## src/rtl/duty_ramp_pkg.sv

```systemverilog
// Shared types and constants for the duty_ramp controller and its period timer.
package duty_ramp_pkg;

  localparam int PERIOD_W = 11;
  localparam int DUTY_MAX = 2047;

  typedef enum logic [2:0] {
    IDLE,
    RAMP,
    HOLD,
    DECEL,
    DEAD
  } state_t;

  // Absolute value of a 12-bit signed speed; -2048 has no positive twin, so it clamps.
  function automatic logic [10:0] sat_mag(input logic [11:0] spd);
    if (!spd[11]) begin
      return spd[10:0];
    end else if (spd == 12'h800) begin
      return 11'(DUTY_MAX);
    end else begin
      return 11'(12'd0 - spd);
    end
  endfunction

endpackage

```

## src/rtl/duty_ramp_pwm_period_tmr.sv

```systemverilog
// Free-running PWM period counter; tick marks the last cycle of each period.
module pwm_period_tmr
  import duty_ramp_pkg::*;
(
  input  logic clk,
  input  logic rst_n,
  output logic tick
);

  logic [PERIOD_W-1:0] cnt;

  always_ff @(posedge clk or negedge rst_n) begin
    if (!rst_n) begin
      cnt <= '0;
    end else begin
      cnt <= cnt + 1'b1;
    end
  end

  assign tick = &cnt;

endmodule

```

## src/rtl/duty_ramp.sv

```systemverilog
// duty_ramp: slew-limited PWM duty controller with dead-time direction reversal.
// Optional emergency stop input is enabled by defining DUTY_RAMP_ESTOP_EN.
module duty_ramp
  import duty_ramp_pkg::*;
#(
  parameter int STEP         = 16,
  parameter int DEAD_PERIODS = 2
) (
  input  logic        clk,
  input  logic        rst_n,
  input  logic [11:0] tgt_spd,
  input  logic        tgt_vld,
  output logic        tgt_rdy,
  output logic [10:0] duty,
  output logic        fwd,
  output logic        at_tgt
`ifdef DUTY_RAMP_ESTOP_EN
  ,
  input  logic        estop
`endif
);

  localparam logic [11:0] STEP_X    = 12'(STEP);
  localparam logic [3:0]  DEAD_LAST = 4'(DEAD_PERIODS - 1);

  state_t      state, state_next;
  logic [10:0] duty_next, pend_mag, pend_mag_next, ramp_duty, decel_duty;
  logic        fwd_next, at_tgt_next, pend_dir, pend_dir_next;
  logic        rdy, rdy_next, tick, reverse;
  logic [3:0]  dead_cnt, dead_next;
  logic [11:0] up_sum, dn_diff;

  pwm_period_tmr u_tmr (
    .clk  (clk),
    .rst_n(rst_n),
    .tick (tick)
  );

  // One extra bit keeps the step arithmetic free of wrap; bit 11 of dn_diff is the borrow.
  assign up_sum     = {1'b0, duty} + STEP_X;
  assign dn_diff    = {1'b0, duty} - STEP_X;
  assign decel_duty = dn_diff[11] ? '0 : dn_diff[10:0];
  assign reverse    = (pend_mag != '0) && (pend_dir != fwd);

  always_comb begin
    if (duty < pend_mag) begin
      ramp_duty = (up_sum > {1'b0, pend_mag}) ? pend_mag : up_sum[10:0];
    end else begin
      ramp_duty = (dn_diff[11] || (dn_diff[10:0] < pend_mag)) ? pend_mag : dn_diff[10:0];
    end
  end

`ifdef DUTY_RAMP_ESTOP_EN
  assign tgt_rdy = rdy & ~estop;
`else
  assign tgt_rdy = rdy;
`endif

  always_comb begin
    state_next    = state;
    duty_next     = duty;
    fwd_next      = fwd;
    dead_next     = dead_cnt;
    pend_mag_next = pend_mag;
    pend_dir_next = pend_dir;

    if (tgt_vld && tgt_rdy) begin
      pend_mag_next = sat_mag(tgt_spd);
      pend_dir_next = ~tgt_spd[11];
    end

    // The tick decision uses the pending target as it stood before this cycle's accept.
    if (tick) begin
      if ((state == DEAD) && (dead_cnt != DEAD_LAST)) begin
        dead_next = dead_cnt + 4'd1;
      end else if ((state != DEAD) && reverse) begin
        duty_next  = decel_duty;
        dead_next  = '0;
        state_next = (decel_duty == '0) ? DEAD : DECEL;
      end else begin
        if (state == DEAD) begin
          fwd_next = ~fwd;
        end
        duty_next = ramp_duty;
        if (ramp_duty != pend_mag) begin
          state_next = RAMP;
        end else if (pend_mag == '0) begin
          state_next = IDLE;
        end else begin
          state_next = HOLD;
        end
      end
    end

`ifdef DUTY_RAMP_ESTOP_EN
    if (estop) begin
      state_next    = IDLE;
      duty_next     = '0;
      dead_next     = '0;
      pend_mag_next = '0;
    end
`endif

    rdy_next    = (state_next != DEAD);
    at_tgt_next = (state_next != DECEL) && (state_next != DEAD) &&
                  (duty_next == pend_mag_next) &&
                  ((pend_mag_next == '0) || (pend_dir_next == fwd_next));
  end

  always_ff @(posedge clk or negedge rst_n) begin
    if (!rst_n) begin
      state    <= IDLE;
      duty     <= '0;
      fwd      <= 1'b1;
      at_tgt   <= 1'b1;
      rdy      <= 1'b0;
      pend_mag <= '0;
      pend_dir <= 1'b1;
      dead_cnt <= '0;
    end else begin
      state    <= state_next;
      duty     <= duty_next;
      fwd      <= fwd_next;
      at_tgt   <= at_tgt_next;
      rdy      <= rdy_next;
      pend_mag <= pend_mag_next;
      pend_dir <= pend_dir_next;
      dead_cnt <= dead_next;
    end
  end

endmodule
```

## config.mk

```make
export PLATFORM = sky130hd
export DESIGN_NAME = duty_ramp
export DESIGN_NICKNAME = d
export VERILOG_FILES = /design/src/rtl/duty_ramp_pkg.sv /design/src/rtl/duty_ramp_pwm_period_tmr.sv /design/src/rtl/duty_ramp.sv
export SDC_FILE = /design/constraint.sdc
export NUM_CORES = 1
export LEC_CHECK = 0
export ABC_CLOCK_PERIOD_IN_PS = 6300
export CAP_MARGIN = 20
export CORE_MARGIN = 4
export CORE_UTILIZATION = 40
export DETAILED_ROUTE_END_ITERATION = 8
export SYNTH_ARGS = -nofsm -noshare
export SYNTH_HDL_FRONTEND = slang
export SYNTH_SLANG_ARGS = --single-unit
```

## constraint.sdc

```tcl
create_clock -name clk -period 6.3 [get_ports clk]
set_input_delay 1.26 -clock clk [delete_from_list [all_inputs] [get_ports clk]]
set_output_delay 1.26 -clock clk [all_outputs]
set_load 0.02 [all_outputs]
```

==> impl_metrics.json <==
{
  "syn_area_sq_mm": 0.004115,
  "rsz0062_at_grt": "false",
  "firstDrtPassIters": 5,
  "clkSinkCount": 44,
  "grt_max_degree": 45,
  "grt_pass1_wl_mm": 20.67,
  "post_cts_resized": 0,
  "critPathMaxFanout": 16,
  "setup_tns_ns": 0,
  "diodes": 0,
  "place.detailed.hpwl_mm": 9.615,
  "max-slew-margin-rel": 0.4678,
  "vias": 4004,
  "setup_ws_ns": 1.507,
  "cts_buffers": 5,
  "yosys-top-cells-area": "dfrtp_1 (25%), ha_1 (9.1%), xnor2_1 (4.7%)",
  "drive_gt1_frac": 0.06841,
  "clockRootBuffer": "clkbuf_8",
  "ir_drop_v": 0.0001261,
  "tightest_slew_ns": 0.7925,
  "cpPeakStageDelay_ns": 0.80,
  "fin_crit_sh": 0.7609,
  "slew_violations": 0,
  "placed_cell_area_sq_mm": 0.004432,
  "synth_common_cells": "dfrtp_1 (41), inv_1 (33), nand2_1 (33)",
  "ys_seq_area_frac": 0.2685,
  "cp.required_ns": 6.49,
  "clk_latency_ns": 0.30,
  "grt_overflow_total": 0,
  "synth_edf_count": 0,
  "ctsHoldBuffers": 0,
  "hold_viol_final": 0,
  "status": "finished clean",
  "cts_tree": "done",
  "p_leak_uw": 0.001850,
  "synth_top_area_frac": 0.2493,
  "hold_path_class": "reg2reg",
  "synthArstFlopShare": 1.000,
  "fillers": 971,
  "synth.avg_cell_area_sq_um": 8.556,
  "wl_per_cell_um": 19.96,
  "crit_chain": "inv_1, ha_1, nand2b_1, nor2_1, xor2_1, ha_1, a211oi_1, nor2_1, a211o_1, o21ai_1, o32ai_1, o32ai_1, o211a_1, nand4_1, nor4_2",
  "ioPinCount": 29,
  "synth_nets": 526,
  "finalCriticalPeriod_ns": 4.793,
  "fmax_mhz": 208.6,
  "ant_nets": 0,
  "drt_iter0_markers": 399,
  "io_buffers": 28,
  "dp_slack_ns": 1.590,
  "yosys.area.top_type": "dfrtp_1",
  "cts_setup_buffers": 0,
  "drc_errors": 0,
  "fin_nets": 541,
  "cp-end-kind": "flop",
  "core_sq_mm": 0.009910,
  "ys_types": 79,
  "cp-start-kind": "flop",
  "crit_slowest_cell": "dfrtp_1",
  "path_class": "reg2reg",
  "vias_per_cell": 6.356,
  "synth_ff_type": "dfrtp_1",
  "crit_arrival_ns": 4.99,
  "num_rows": 36,
  "setup_viol": 0,
  "htree_levels": 2,
  "synth_seq_cells": 44,
  "die-area_sq_mm": 0.01197,
  "antenna_found_initial": 0,
  "dieHeight_um": 109.4,
  "final_area_sq_mm": 0.004537,
  "powerDensity_mw_per_mm2": 138.8,
  "die_w_um": 109.4,
  "gp_congestion": 0.9072,
  "areaGrowthSynthToFinish_pct": 10.25,
  "synth.most_common_cell": "dfrtp_1",
  "path_clk_slew_ns": 0.10,
  "first_global_vias": 3786,
  "wirelength_mm": 12.58,
  "finClkSkew_ns": 0.01923,
  "start_util": 0.4153,
  "max_cap_viol_count": 0,
  "cts_buffer_depth": 2,
  "syn_inst": 481,
  "track_usage": 0.2193,
  "yosys_warnings": 0
}
## metal layers
metal | track usage | wire length, um | vias to the layer above
li1 | - | - | 1853
met1 | 0.3185 | 5566 | 1917
met3 | 0.03288 | 1083 | 30
met5 | 0 | 0 | -
met2 | 0.3370 | 5659 | 204
met4 | 0.06322 | 266 | 0
## state kept, by name, summed over array words and instances (netlist names)
signal     flops
pend_dir       1
state          3
u_tmr.cnt     11
duty          11
tgt_rdy        1
at_tgt         1
fwd            1
dead_cnt       4
pend_mag      11
## power by group
part | total [uW] | internal [uW] | switching (uW) | leakage [uW]
Sequential | 312 | 292 | 19.9 | 0.000553
Clock | 177 | 77.7 | 99.6 | 0.0000412
Combinational | 141 | 54.2 | 86.6 | 0.00126
## critical path, delay by kind of cell, from the launching register on
kind / cells / cell delay, ns
DFF: 1 / 0.80
buffers and inverters: 1 / 0.23
and+or+nand+nor: 5 / 0.70
AOI/OAI and AO/OA: 6 / 2.01
adders and majority gates: 2 / 0.61
xor gates and xnor gates: 1 / 0.32
## stage by stage
stage	utilization	total power, uW	instances	hold slack [ns]
floorplan	-	399.2	481	0.4347
CTS	0.4558	629.4	629	0.4723
global placement	0.4472	452.1	621	0.4547
finish	0.4578	629.7	630	0.4698
global route	0.4578	664.5	630	0.4957
detailed placement	0.4472	452.6	621	0.4578
## kinds of logic (layout without fill, tap and decap cells)
kind of cell | Yosys count | count (layout) | share of synthesized area
xor+xnor | 38 | 38 | 0.08087
mux | 2 | 2 | 0.005169
simple gates | 167 | 167 | 0.2314
buf+inv | 54 | 70 | 0.06050
compound gates | 146 | 146 | 0.2624
flops | 44 | 44 | 0.2685
fa+ha+maj | 30 | 30 | 0.09121
## cells in the final DEF, fill, tap and decap left out, types with 4 or more instances in the layout
master	n
clkdlybuf4s50_1	27
a31oi_1	6
o31ai_1	7
or4_1	4
nand2b_1	5
nand3_1	17
nor3_1	17
a211o_1	6
a211oi_1	6
nor4_1	5
nand2_1	33
ha_1	30
inv_1	33
a221o_1	6
o21ai_0	26
nor2_1	29
o22ai_1	5
a21oi_1	22
clkbuf_8	5
or3_1	4
and3_1	8
xnor2_1	22
a22o_1	5
xor2_1	16
and2_1	7
o211ai_1	4
nand4_1	9
o32ai_1	4
nor2b_1	4
o21a_1	6
dfrtp_1	41
a22oi_1	8
## area by class of cell
class                      instances  area [sq um]  area share
sequential                        44          1105      0.2435
multi-input combinational        383          2761      0.6087
timing repair buffer              29         295.3     0.06509
tap                              133         166.4     0.03668
inverter                          33         123.9     0.02730
clock buffer                       6         72.57     0.01600
clock inverter                     2         12.51    0.002758
## worst paths after layout
kind | cells past startpoint | start | slack (ns) | end
setup / recovery | 15 | duty[4]$_DFF_PN0_ | 1.51 | at_tgt$_DFF_PN1_
hold / removal | 1 | u_tmr.cnt[4]$_DFF_PN0_ | 0.47 | u_tmr.cnt[4]$_DFF_PN0_
setup reg to reg | 15 | duty[4]$_DFF_PN0_ | 1.51 | at_tgt$_DFF_PN1_
hold reg to reg | 1 | u_tmr.cnt[4]$_DFF_PN0_ | 0.47 | u_tmr.cnt[4]$_DFF_PN0_
max in group asynchronous | 2 | rst_n | 4.92 | at_tgt$_DFF_PN1_
min in group asynchronous | 1 | rst_n | 0.81 | dead_cnt[2]$_DFFE_PN0P_
(Power assumes the default switching activity.)
